--- src/rtl/game_timer_bcd.sv ---
// ---------------------------------------------------------------------------
// game_timer_bcd
//
// Countdown game timer. DIGITS BCD digits count down once per second
// (CLOCK_FREQUENCY ClockIn cycles) from a loadable start value to zero.
// Each digit drives one active-low seven-segment display. Time-up is flagged
// to the game controller with a level (TimeUp) and a one-cycle pulse (Expired).
//
// Parameters:
//   CLOCK_FREQUENCY  ClockIn cycles per one-second tick (>= 2)
//   DIGITS           number of BCD digits / displays (1..4)
//   START_SECONDS    decimal value loaded at reset and on restart from DONE
//
// Ports:
//   ClockIn     in   system clock
//   Reset       in   asynchronous, active-high reset
//   Start       in   level; begins countdown from IDLE, restarts from DONE
//   Pause       in   level; freezes countdown while high in RUN
//   Load        in   level; loads LoadValue (digits > 9 clamp to 9), -> IDLE
//   LoadValue   in   BCD load value, digit 0 in [3:0]
//   CountValue  out  current BCD count, digit 0 in [3:0]
//   HexOut      out  active-low segments, digit i in [7i+6:7i], bit0 = a
//   Running     out  registered, high in RUN
//   TimeUp      out  registered, high in DONE
//   Expired     out  registered one-cycle pulse on entering DONE
//
// Command priority each cycle: Load > Start > Pause.
//
// Optional feature, macro LAST_TEN_BLINK_EN:
//   When defined, the display blanks during the second half of each second
//   while running with CountValue <= 10, and blinks "0" in DONE using a
//   free-running prescaler. When undefined, HexOut always shows CountValue.
//
// The FSM state is held in the internal signal `state` so that checkers can
// bind to it without changing the port list.
// ---------------------------------------------------------------------------
module game_timer_bcd #(
    parameter int CLOCK_FREQUENCY = 50000000,
    parameter int DIGITS          = 2,
    parameter int START_SECONDS   = 60
) (
    input  logic                  ClockIn,
    input  logic                  Reset,
    input  logic                  Start,
    input  logic                  Pause,
    input  logic                  Load,
    input  logic [4*DIGITS-1:0]   LoadValue,
    output logic [4*DIGITS-1:0]   CountValue,
    output logic [7*DIGITS-1:0]   HexOut,
    output logic                  Running,
    output logic                  TimeUp,
    output logic                  Expired
);

    // ------------------------------------------------------------------
    // Constants
    // ------------------------------------------------------------------
    localparam int PW = $clog2(CLOCK_FREQUENCY);

    localparam logic [PW-1:0] PRESC_RELOAD = PW'(CLOCK_FREQUENCY - 1);
    localparam logic [PW-1:0] PRESC_ONE    = PW'(1);

    localparam logic [1:0] ST_IDLE   = 2'd0;
    localparam logic [1:0] ST_RUN    = 2'd1;
    localparam logic [1:0] ST_PAUSED = 2'd2;
    localparam logic [1:0] ST_DONE   = 2'd3;

    // Decimal -> packed BCD, evaluated at elaboration time.
    function automatic logic [4*DIGITS-1:0] to_bcd(input int value);
        logic [4*DIGITS-1:0] r;
        int v;
        r = '0;
        v = value;
        for (int i = 0; i < DIGITS; i++) begin
            r[4*i +: 4] = 4'(v % 10);
            v = v / 10;
        end
        return r;
    endfunction

    localparam logic [4*DIGITS-1:0] START_BCD = to_bcd(START_SECONDS);

    // Active-low glyph for one BCD digit; non-decimal codes are blank.
    function automatic logic [6:0] seg7(input logic [3:0] d);
        logic [6:0] s;
        case (d)
            4'd0:    s = 7'b1000000;
            4'd1:    s = 7'b1111001;
            4'd2:    s = 7'b0100100;
            4'd3:    s = 7'b0110000;
            4'd4:    s = 7'b0011001;
            4'd5:    s = 7'b0010010;
            4'd6:    s = 7'b0000010;
            4'd7:    s = 7'b1111000;
            4'd8:    s = 7'b0000000;
            4'd9:    s = 7'b0010000;
            default: s = 7'b1111111;
        endcase
        return s;
    endfunction

    // ------------------------------------------------------------------
    // State
    // ------------------------------------------------------------------
    logic [1:0]          state;
    logic [1:0]          state_n;
    logic [4*DIGITS-1:0] count_q;
    logic [4*DIGITS-1:0] count_n;
    logic [PW-1:0]       presc_q;
    logic [PW-1:0]       presc_n;
    logic                expired_n;

    // ------------------------------------------------------------------
    // BCD decrement with borrow chain (single cycle, all digits)
    // ------------------------------------------------------------------
    logic [4*DIGITS-1:0] count_dec;
    logic                borrow;
    logic [3:0]          digit;

    always_comb begin
        count_dec = '0;
        borrow    = 1'b1;
        digit     = 4'd0;
        for (int i = 0; i < DIGITS; i++) begin
            digit = count_q[4*i +: 4];
            if (!borrow) begin
                count_dec[4*i +: 4] = digit;
            end else if (digit == 4'd0) begin
                count_dec[4*i +: 4] = 4'd9;
            end else begin
                count_dec[4*i +: 4] = digit - 4'd1;
                borrow              = 1'b0;
            end
        end
    end

    // A tick on an already-zero count must not wrap to all nines.
    logic final_tick;
    assign final_tick = (count_dec == '0) || (count_q == '0);

    // ------------------------------------------------------------------
    // Load value with per-digit clamp to 9
    // ------------------------------------------------------------------
    logic [4*DIGITS-1:0] load_clamped;

    always_comb begin
        load_clamped = '0;
        for (int i = 0; i < DIGITS; i++) begin
            load_clamped[4*i +: 4] = (LoadValue[4*i +: 4] > 4'd9) ? 4'd9
                                                                  : LoadValue[4*i +: 4];
        end
    end

    // ------------------------------------------------------------------
    // Next-state logic
    // ------------------------------------------------------------------
    always_comb begin
        state_n = state;
        count_n = count_q;
        presc_n = presc_q;

        if (Load) begin
            state_n = ST_IDLE;
            count_n = load_clamped;
            presc_n = PRESC_RELOAD;
        end else if (Start && (state == ST_IDLE) && (count_q != '0)) begin
            state_n = ST_RUN;
            presc_n = PRESC_RELOAD;
        end else if (Start && (state == ST_DONE)) begin
            state_n = ST_RUN;
            count_n = START_BCD;
            presc_n = PRESC_RELOAD;
        end else if (state == ST_RUN) begin
            if (Pause) begin
                // Prescaler holds so the fractional second survives the pause.
                state_n = ST_PAUSED;
            end else if (presc_q == '0) begin
                presc_n = PRESC_RELOAD;
                if (final_tick) begin
                    count_n = '0;
                    state_n = ST_DONE;
                end else begin
                    count_n = count_dec;
                end
            end else begin
                presc_n = presc_q - PRESC_ONE;
            end
        end else if ((state == ST_PAUSED) && !Pause) begin
            state_n = ST_RUN;
        end
    end

    // Pulse only on the transition into DONE; Load beating the final tick
    // keeps state_n at IDLE, so no pulse is produced.
    assign expired_n = (state_n == ST_DONE) && (state != ST_DONE);

    // ------------------------------------------------------------------
    // Registers
    // ------------------------------------------------------------------
    always_ff @(posedge ClockIn or posedge Reset) begin
        if (Reset) begin
            state   <= ST_IDLE;
            count_q <= START_BCD;
            presc_q <= PRESC_RELOAD;
            Running <= 1'b0;
            TimeUp  <= 1'b0;
            Expired <= 1'b0;
        end else begin
            state   <= state_n;
            count_q <= count_n;
            presc_q <= presc_n;
            Running <= (state_n == ST_RUN);
            TimeUp  <= (state_n == ST_DONE);
            Expired <= expired_n;
        end
    end

    assign CountValue = count_q;

    // ------------------------------------------------------------------
    // Display blanking
    // ------------------------------------------------------------------
    logic blank;

`ifdef LAST_TEN_BLINK_EN
    localparam logic [PW-1:0] PRESC_HALF = PW'(CLOCK_FREQUENCY / 2);

    // Free-running second counter so DONE can blink independently of the
    // countdown prescaler, which is frozen outside RUN.
    logic [PW-1:0] free_presc_q;

    always_ff @(posedge ClockIn or posedge Reset) begin
        if (Reset) begin
            free_presc_q <= PRESC_RELOAD;
        end else if (free_presc_q == '0) begin
            free_presc_q <= PRESC_RELOAD;
        end else begin
            free_presc_q <= free_presc_q - PRESC_ONE;
        end
    end

    // CountValue <= 10: all digits above the tens are zero and the tens
    // digit is 0, or the tens digit is 1 with a zero units digit.
    logic       upper_zero;
    logic [3:0] tens;
    logic       le_ten;

    always_comb begin
        upper_zero = 1'b1;
        tens       = 4'd0;
        for (int i = 1; i < DIGITS; i++) begin
            if (i == 1) begin
                tens = count_q[4*i +: 4];
            end else if (count_q[4*i +: 4] != 4'd0) begin
                upper_zero = 1'b0;
            end
        end
        le_ten = upper_zero &&
                 ((tens == 4'd0) || ((tens == 4'd1) && (count_q[3:0] == 4'd0)));
    end

    assign blank = ((state == ST_RUN) && le_ten && (presc_q < PRESC_HALF)) ||
                   ((state == ST_DONE) && (free_presc_q < PRESC_HALF));
`else
    assign blank = 1'b0;
`endif

    always_comb begin
        HexOut = '1;
        for (int i = 0; i < DIGITS; i++) begin
            HexOut[7*i +: 7] = blank ? 7'b1111111 : seg7(count_q[4*i +: 4]);
        end
    end

endmodule

--- config.mk ---
export PLATFORM = sky130hd
export DESIGN_NAME = game_timer_bcd
export DESIGN_NICKNAME = d
export VERILOG_FILES = /design/src/rtl/game_timer_bcd.sv
export SDC_FILE = /design/constraint.sdc
export NUM_CORES = 1
export LEC_CHECK = 0
export ABC_AREA = 1
export BUFFER_PORTS_ARGS = -buffer_cell sky130_fd_sc_hd__clkbuf_2
export CAP_MARGIN = 20
export CORE_MARGIN = 2
export CORE_UTILIZATION = 45
export CTS_BUF_LIST = sky130_fd_sc_hd__clkbuf_2 sky130_fd_sc_hd__clkbuf_4 sky130_fd_sc_hd__clkbuf_8
export CTS_CLUSTER_SIZE = 14
export DETAILED_ROUTE_END_ITERATION = 8
export PLACE_DENSITY = 0.72
export SETUP_SLACK_MARGIN = 0.3
export SLEW_MARGIN = 10
export SYNTH_ARGS = -nofsm -noshare
export SYNTH_HDL_FRONTEND = slang
export SYNTH_SLANG_ARGS = --single-unit
--- constraint.sdc ---
create_clock -name ClockIn -period 2.4 [get_ports ClockIn]
set_input_delay 0.48 -clock ClockIn [delete_from_list [all_inputs] [get_ports ClockIn]]
set_output_delay 0.48 -clock ClockIn [all_outputs]
set_load 0.005 [all_outputs]
# Yosys cells after proc, flatten, opt, wreduce, memory -nomap -nowiden
# Memories as Yosys holds them, arrays and structs flattened.
# Index checks and enable logic that the tools add are counted.
word_totals:
  ff_bits: 39
  mem_bits_ro: 224
  inputBits: 13
  out_inout_bits: 25
  memories: 2
op_classes:
  add_sub_neg: 3
  magnitude_cmp: 2
  eq_ne: 9
  n_mux: 27
  n_reduce_logical: 19
mem_list:
  columns: ["memory", "words", "word_bits", "rd", "rd_clocked_by_memory_dff", "write_ports", "line", "source"]
  rows:
  - ["(no name shown)", 16, 7, 1, 0, 0, "86", "case (d)"]
  - ["(no name shown)", 16, 7, 1, 0, 0, "86", null]
ops:
  columns: ["op", "n"]
  rows:
  - ["$mux 26", 6]
  - ["$mux 8", 7]
  - ["$logic_not 26->1", 1]
  - ["$sub 26x1->26 const B", 1]
  - ["$mux 4", 5]
  - ["$logic_not 8->1", 2]
  - ["$mux 2", 8]
  - ["$gt 4x4->1 const B", 2]
  - ["$logic_not 4->1", 2]
  - ["$reduce_bool 8->1", 1]
  - ["$sub 4x1->4 const B", 2]
  - ["$eq 2x2->1 const B", 3]
  - ["$reduce_bool 3->1", 2]
  - ["$logic_and 1x1->1", 5]
  - ["$eq 2x1->1 const B", 2]
  - ["$ne 2x2->1 const B", 2]
  - ["$ne 4x1->1 const B", 1]
  - ["$reduce_and 4->1", 1]
  - ["$reduce_bool 4->1", 1]
  - ["$ne 3x1->1 const B", 1]
  - ["$logic_not 2->1", 1]
  - ["$reduce_and 2->1", 1]
  - ["$logic_not 1->1", 1]
  - ["$logic_or 1x1->1", 1]
  - ["$mux 1", 1]

# Longest topological paths before layout
# Gate-level depths: netlist of run 1.
logic_depth:
  depth_word: 14
  ltp_mapped: 15
  ltp_nobuf: 15

# Worst setup path after synthesis of run 1
# OpenSTA, ideal clock, no wires.
synth_path:
  path_kind: "reg-to-reg"
  from: "register count_q[0], in the netlist CountValue[0]"
  to: "register presc_q[7]"
  setup_time_ps: 118
  arrival_ps: 1847
  required_ps: 2282
  slack_ps: 435
  path_stages_with_launch: 13
  path_cell_list: "dfrtp_1 -> inv_1 -> ha_1 -> inv_1 -> nor2_4 -> nand2_4 -> nand3_4 -> nand3_4 -> buf_6 -> buf_8 -> nand3_2 -> xor2_1 -> nor2_1"
synth_via:
  elab_chain_len: 4
synth_lines:
  columns: ["item", "line", "source"]
  rows:
  - ["start: declaration", "107", "logic [4*DIGITS-1:0] count_q;"]
  - ["start signal: assignment", "210", "count_q <= count_n;"]
  - ["$reduce_bool 8->1 *", "166", "end else if (Start && (state == ST_IDLE) && (count_q != '0)) begin"]
  - ["$logic_and 1x1->1 *", "166", null]
  - ["$ne 4x1->1 (no source line) (tied with other cells)", null, null]
  - ["$reduce_and 2->1 (no source line) / $mux 26 (equally long branches)", null, null]
  - ["end signal: assignment", "211", "presc_q <= presc_n;"]
  - ["end: declaration", "109", "logic [PW-1:0] presc_q;"]
# Every way passes the cells marked *; elsewhere a longest branch is shown, timed or not.
# A chain may end at the register's enable or synchronous reset.

# Final worst setup path of run 1
layout_path:
  from: "register count_q[6], in the netlist CountValue[6]"
  to: "output port HexOut[12]"
layout_via:
  elab_chain_len: 1
layout_lines:
  columns: ["item", "line", "source"]
  rows:
  - ["$mem_v2 16x7", null, null]
  - ["end: declaration", "49", "output logic [7*DIGITS-1:0] HexOut,"]
# No other way between the ends.

==> metrics.log, run 1 <==
[metrics] Netlist Area Pre-Place: 0.002731 sq mm
[metrics] I/O pin cnt: 38
[metrics] Final Cycle Share: 82.97%
[metrics] share of total power consumed by net switching: 35.48%
[metrics] element type at the critical path end: output port
[metrics] Internal: 1.263 mW
[metrics] path class of the lowest-slack min-delay path: in -> async
[metrics] weighted congestion reported at the end of routability-driven placement: 0.8371
[metrics] detailed-router iteration count before antenna repair: 4
[metrics] total number of H-tree levels: 2
[metrics] dpl hpwl: 4571 microns
[metrics] net switching component of the power: 0.6946 mW
[metrics] most area-hungry cell type in the Yosys netlist: dfstp_2
[metrics] number of nets in the final layout: 455
[metrics] initial DRC count: 162
[metrics] IR Drop Worst-Case VDD: 0.3555 mV
[metrics] effective utilization at floorplan: 46.41%
[metrics] vias in the first global route: 2418
[metrics] mean cell area of the mapped netlist: 7.323 sq um
[metrics] dpl ws: 0.1654 ns
[metrics] Max Cap Violations: 0
[metrics] share of async-settable or async-resettable flops after synthesis: 100.0%
[metrics] Filler Cell Count: 571
[metrics] primary flip-flop cell chosen by synthesis mapping: dfstp_2
[metrics] Die Footprint: 0.006709 sq mm
[metrics] clock transition at the registers of the reported paths: 0.08 ns
[metrics] Post-Route Setup TNS: 0 ns
[metrics] cell count after synthesis: 373
[metrics] fraction of power consumed by combinational cells: 37.4%
[metrics] CP Launch Type: flop
[metrics] buffer type at the clock tree root: clkbuf_8
[metrics] Syn. warnings: 0
[metrics] worst-path cell with the longest stage delay: dfstp_2
[metrics] result of the run: finished, final reports clean
[metrics] TritonCTS clock tree: done
[metrics] wire length reported by the detailed router: 6354 microns
[metrics] post-route setup slack: 0.4087 ns
[metrics] average wire length per cell after detail routing: 12.56 microns
[metrics] maximum root-to-sink buffer count: 2
[metrics] worst-margin pin slew: 0.4788 ns
[metrics] flip-flop and latch count after synthesis: 39
[metrics] fmax: 0.5022 GHz
[metrics] Worst EP required: 1.92 ns
[metrics] Area growth syn-to-layout: 19.38%
[metrics] count of input and output buffers: 37
[metrics] clock skew after layout: 0.008946 ns
[metrics] arrival time worst endpoint: 1.51 ns
[metrics] number of nets still failing antenna checks after routing: 0
[metrics] Core ar.: 0.005886 sq mm
[metrics] most used cell, CP: nand2_1
[metrics] largest net degree at the start of global routing: 40
[metrics] all-layer global routing usage: 20.16%
[metrics] category of the most critical setup path: reg -> out
[metrics] number of setup violations in the final report: 0
[metrics] Worst Hold Slack: 0.2779 ns
[metrics] number of nets in the synthesized netlist: 398
[metrics] portion of synthesized cell area occupied by the leading cell type: 19.24%
[metrics] total placed cells including tap cells: 486
[metrics] number of distinct standard cells referenced by the synthesized netlist: 40
[metrics] Post-CTS Hold Buffers: 0
[metrics] CP startpoint: CountValue[6]
[metrics] top cells by area, synth: dfstp_2, dfrtp_1, nand2_1
[metrics] number of flops mapped to enable cells by yosys: 0
[metrics] cell chain of the critical path: inv_1 -> nand2_1 -> nand2_1 -> o311ai_1 -> clkbuf_2
[metrics] Vert. Die Dim: 81.91 microns
[metrics] RR Startpoint: CountValue[1]
[metrics] Num CTS Buffers: 5
[metrics] number of placement rows: 28
[metrics] crit-path max cell delay: 0.59 ns
[metrics] DR vias/cell: 5.140
[metrics] Max-slew headroom: 68.08%
[metrics] global route total overflow: 0
[metrics] fraction of layout instances using a drive strength above 1: 27.61%
[metrics] number of antenna violations at the first check in global routing: 0
[metrics] Area after DPL: 0.003002 sq mm
[metrics] share of synthesized area occupied by flip-flops and latches: 36.65%
[metrics] total power: 1.958 mW
[metrics] insertion delay to the later sink of the worst-skew pair: 0.30 ns
[metrics] Pins Over Slew Limit: 0
[metrics] fin util: 55.40%
[metrics] unrepaired setup endpoints after global routing: yes
[metrics] post-layout instance area: 0.003261 sq mm
[metrics] sequential share of power: 38.5%
[metrics] min Tclk post-route: 1.991 ns
[metrics] count of vias placed by the detailed router: 2601
[metrics] Final Hold Fails: 0
[metrics] number of DRC violations after detailed routing: 0
[metrics] clock network fraction of total power: 24.1%
[metrics] number of diodes: 0
[metrics] clk sinks: 39
[metrics] Cell Count, Final, Fillers Out: 506
[metrics] areal power density over the cells: 600.4 mW/mm^2
[metrics] horizontal die dimension: 81.91 microns
[metrics] biggest fanout along the worst timing path: 7
[metrics] global-route wire length before repair: 10570 microns
[metrics] Lkg Pwr: 1.738 nW
-- worst max-delay path, delay by kind of cell, from the launching register on --
| kind | cells | cell delay (ns) |
|---|---|---|
| DFF | 1 | 0.59 |
| AOI/OAI and AO/OA | 1 | 0.12 |
| buffers and inverters | 2 | 0.26 |
| and+or+nand+nor | 2 | 0.25 |
-- timing repair --
item,CTS,global route
endpoints found under the setup margin,28,34
gates cloned,1,0
pin swaps,1,1
buffers inserted,7,4
resized for setup,7,14
endpoints found under the hold margin,0,0
-- worst paths after layout --
kind	to	slack (ns)	depth (start not counted)
min reg2reg	presc_q[4]	0.49	2
min in group ClockIn	CountValue[2]	0.45	3
max reg2reg	Running	0.45	16
max in group asynchronous	presc_q[2]	1.76	3
max	HexOut[12]	0.41	5
min	CountValue[2]	0.28	3
-- power groups by stage --
stage	sequential [mW]	combinational, mW	clock (mW)
final	0.755	0.732	0.471
after global routing	0.762	0.829	0.514
after CTS	0.754	0.685	0.488
after detailed placement	0.767	0.638	0
after global placement	0.765	0.631	0
after floorplan	0.759	0.418	0
-- metal layers --
metal  up-vias  track usage (%)  share of wire [%]
li1       1332                -                  -
met1      1196            25.03                 44
met2        63            35.04                 49
met3        10            3.187                4.6
met4         0            7.667                1.8
met5         -                0                  0
-- cells by family after synthesis --
kind of cell,Yosys count,share of synthesized area (%)
AND/OR/NAND/NOR,200,34.86
buffers and inverters,61,9.757
AO/OA/AOI/OAI,57,11.96
flip-flops,39,36.65
adder cells (fa/ha/maj),12,5.497
XOR/XNOR,4,1.283
-- state kept, by name, summed over array words and instances, names as in the netlist --
signal,flops
CountValue,8
Expired,1
Running,1
TimeUp,1
presc_q,26
state,2
-- area by class of cell --
| class | instances | area (sq um) | share of cell area [%] |
|---|---|---|---|
| multi-input cells | 274 | 1528 | 46.85 |
| well taps | 75 | 93.84 | 2.878 |
| clock inverters | 1 | 5.005 | 0.1535 |
| repair buffers | 54 | 325.3 | 9.977 |
| flip-flops and latches | 39 | 1003 | 30.78 |
| clock buffers | 7 | 90.09 | 2.763 |
| inverters | 56 | 215.2 | 6.600 |
-- Yosys cell counts (2+ instances only) --
cell	number
a31oi_1	2
nand2_4	3
a21oi_1	12
ha_1	12
dfstp_2	20
nand3_4	2
xor2_1	4
nand2_1	73
nand3_1	37
nor3_1	4
o21ai_1	2
a22oi_1	3
dfrtp_1	19
nand4_1	7
inv_2	3
buf_6	3
nor2_1	53
o211ai_1	5
inv_1	52
o21ai_0	27
or2_2	4
nor2_2	5
nand3b_1	4
-- placed cells by master, fill, tap and decap left out, drive strengths merged, types with 5 or more instances in the layout --
master,instances
buf,18
o211ai,5
clkbuf,43
ha,12
or2,5
inv,56
nand2,77
nand4,8
dfrtp,19
dfstp,20
nand3,41
a21oi,13
o21ai,30
nor2,59
No activity file was read; power rests on OpenSTA's default activity.
==> run 2, diff against run 1 <==
- PLACE_DENSITY: 0.72 -> 0.75
- clock period: 2.4 -> 1.7 ns (I/O delays scaled with it)
==> run 2 against run 1 <==
Effect of this change:
- the flow now finishes with violations (negative setup slack)
- combinational power increased to 2.9 times the previous value
- clock power is 42% higher
- wire length is 81% higher
- final area up 47%
- final cell count grew 16%
- count of clock-buffer cells in the layout stayed put
- via count rose by 32%
- clock skew rose by 0.0013 ns
- first-iteration DRC count is 86% higher
- largest cell class unchanged
- power up 97%
==> metrics.log, run 2 (same netlist as run 1, synthesis figures left out) <==
[metrics] count of input and output buffers: 37
[metrics] Die Footprint: 0.006709 sq mm
[metrics] clk sinks: 39
[metrics] number of diodes: 0
[metrics] Worst EP required: 1.94 ns
[metrics] RR Startpoint: CountValue[2]
[metrics] number of DRC violations after detailed routing: 0
[metrics] Core ar.: 0.005886 sq mm
[metrics] average wire length per cell after detail routing: 19.59 microns
[metrics] element type at the critical path end: flop
[metrics] total power: 3.864 mW
[metrics] number of nets in the final layout: 537
[metrics] Cell Count, Final, Fillers Out: 588
[metrics] met3 Track Usage GR: 3.516%
[metrics] largest net degree at the start of global routing: 40
[metrics] Largest regs: presc_q x26, CountValue x8, state x2
[metrics] category of the most critical setup path: reg -> reg
[metrics] I/O pin cnt: 38
[metrics] dpl hpwl: 5540 microns
[metrics] TritonCTS clock tree: done
[metrics] total number of H-tree levels: 2
[metrics] Final Cycle Share: 121.5%
[metrics] worst-margin pin slew: 0.5047 ns
[metrics] Area growth syn-to-layout: 74.99%
[metrics] fmax: 0.4841 GHz
[metrics] buffer type at the clock tree root: clkbuf_8
[metrics] number of nets still failing antenna checks after routing: 0
[metrics] number of placement rows: 28
[metrics] Most Used Layer, Global Route: met2
[metrics] unrepaired setup endpoints after global routing: yes
[metrics] Worst Hold Slack: 0.1252 ns
[metrics] Post-CTS Hold Buffers: 0
[metrics] initial DRC count: 302
[metrics] Num CTS Buffers: 5
[metrics] fin util: 81.21%
[metrics] Pins Over Slew Limit: 0
[metrics] count of vias placed by the detailed router: 3438
[metrics] insertion delay to the later sink of the worst-skew pair: 0.31 ns
[metrics] GR met2 Demand/Resource: 52.68%
[metrics] Max-slew headroom: 66.36%
[metrics] global route total overflow: 0
[metrics] clock transition at the registers of the reported paths: 0.08 ns
[metrics] post-route setup slack: -0.3659 ns
[metrics] Lkg Pwr: 2.239 nW
[metrics] commonest cells after routing, fill and taps aside: buf_4, nand2_1, buf_6
[metrics] wire length reported by the detailed router: 11520 microns
[metrics] biggest fanout along the worst timing path: 8
[metrics] vias in the first global route: 3151
[metrics] all-layer global routing usage: 27.69%
[metrics] horizontal die dimension: 81.91 microns
[metrics] number of setup violations in the final report: 47
[metrics] IR Drop Worst-Case VDD: 0.7932 mV
[metrics] number of antenna violations at the first check in global routing: 0
[metrics] fraction of layout instances using a drive strength above 1: 61.60%
[metrics] result of the run: finished with violations
[metrics] path class of the lowest-slack min-delay path: in -> async
[metrics] commonest non-fill, non-tap cell in the layout: buf_4
[metrics] detailed-router iteration count before antenna repair: 5
[metrics] violations in the final reports: negative setup slack
[metrics] Max Cap Violations: 0
[metrics] arrival time worst endpoint: 2.31 ns
[metrics] Global Route met1 Usage: 31.01%
[metrics] Register-to-Register Setup Slack: -0.37 ns
[metrics] total placed cells including tap cells: 531
[metrics] CP startpoint: CountValue[2]
[metrics] Final Hold Fails: 0
[metrics] register with the most flip-flops: presc_q
[metrics] DR vias/cell: 5.847
[metrics] Vert. Die Dim: 81.91 microns
[metrics] areal power density over the cells: 808.5 mW/mm^2
[metrics] CP Launch Type: flop
[metrics] maximum root-to-sink buffer count: 2
[metrics] weighted congestion reported at the end of routability-driven placement: 0.8783
[metrics] max reg flops: 26
[metrics] clock skew after layout: 0.01025 ns
[metrics] global-route wire length before repair: 14320 microns
[metrics] min Tclk post-route: 2.066 ns
[metrics] effective utilization at floorplan: 46.41%
run 2: cell count changes in the layout (fill, tap and decap cells not counted), moves of 15 or more:
cell     delta
nor2_4     +15
buf_6      +41
o21ai_0    -22
nand3_2    +18
nand3_1    -24
nor2_1     -22
buf_4      +40
nand2_1    -22
run 2: through the flow:
| stage | setup TNS (ns) | cell area [sq um] | worst slack (ns) |
|---|---|---|---|
| 2_1_floorplan | -0.8569 | 2829 | -0.09680 |
| 3_3_place_gp | -0.7823 | 3437 | -0.09774 |
| 3_5_place_dp | -2.030 | 3437 | -0.1872 |
| 4_1_cts | -3.238 | 4238 | -0.2010 |
| 5_1_grt | -15.42 | 4780 | -0.5232 |
| 6_report | -10.63 | 4780 | -0.3659 |
run 2: power by group:
| part | switching (mW) | internal [mW] |
|---|---|---|
| registers | 0.0541 | 1.00 |
| clock network | 0.348 | 0.320 |
| logic | 1.12 | 1.02 |
| total | 1.52 | 2.34 |
run 2: worst paths after layout:
path                                      end  depth (start not counted)
worst max register to register    presc_q[16]                         13
worst min register to register     presc_q[4]                          2
max in group asynchronous          presc_q[7]                          3
worst max-delay path              presc_q[16]                         13
worst min-delay path            CountValue[7]                          3
min in group ClockIn            CountValue[2]                          3
run 2: area by class of cell:
cell class / instances / area (sq um)
Sequential cell: 39 / 1005
Inverter: 56 / 237.7
Fill cell: 302 / 1106
Timing Repair Buffer: 137 / 1162
Clock inverter: 1 / 5.005
Multi-Input combinational cell: 273 / 2192
Tap cell: 75 / 93.84
Clock buffer: 7 / 83.83
run 2: layer usage:
layer	part of all wire (%)	wire length, microns	vias up
met4	5.8	663	0
met3	6.6	761	72
li1	-	-	1491
met1	36	4112	1671
met5	0	0	-
met2	52	5982	204
run 2: repair_timing:
| action | 4_1_cts | 5_1_grt |
|---|---|---|
| pin swaps | 49 | 30 |
| gates resized for setup | 134 | 91 |
| setup buffers | 25 | 24 |
| endpoints found under the setup margin | 55 | 59 |
| hold endpoints to repair | 0 | 0 |
run 2: worst max-delay path, cell delays in order (launching register included):
cell and delay (ns):
dfrtp_1 0.41, inv_1 0.24, nand2_4 0.11, nor2_4 0.17, buf_12 0.13, nand2_8 0.05
nand3_4 0.07, nand3_4 0.16, buf_12 0.20, nand2_8 0.11, inv_8 0.05, a21oi_2 0.12
o21ai_1 0.10, inv_1 0.07
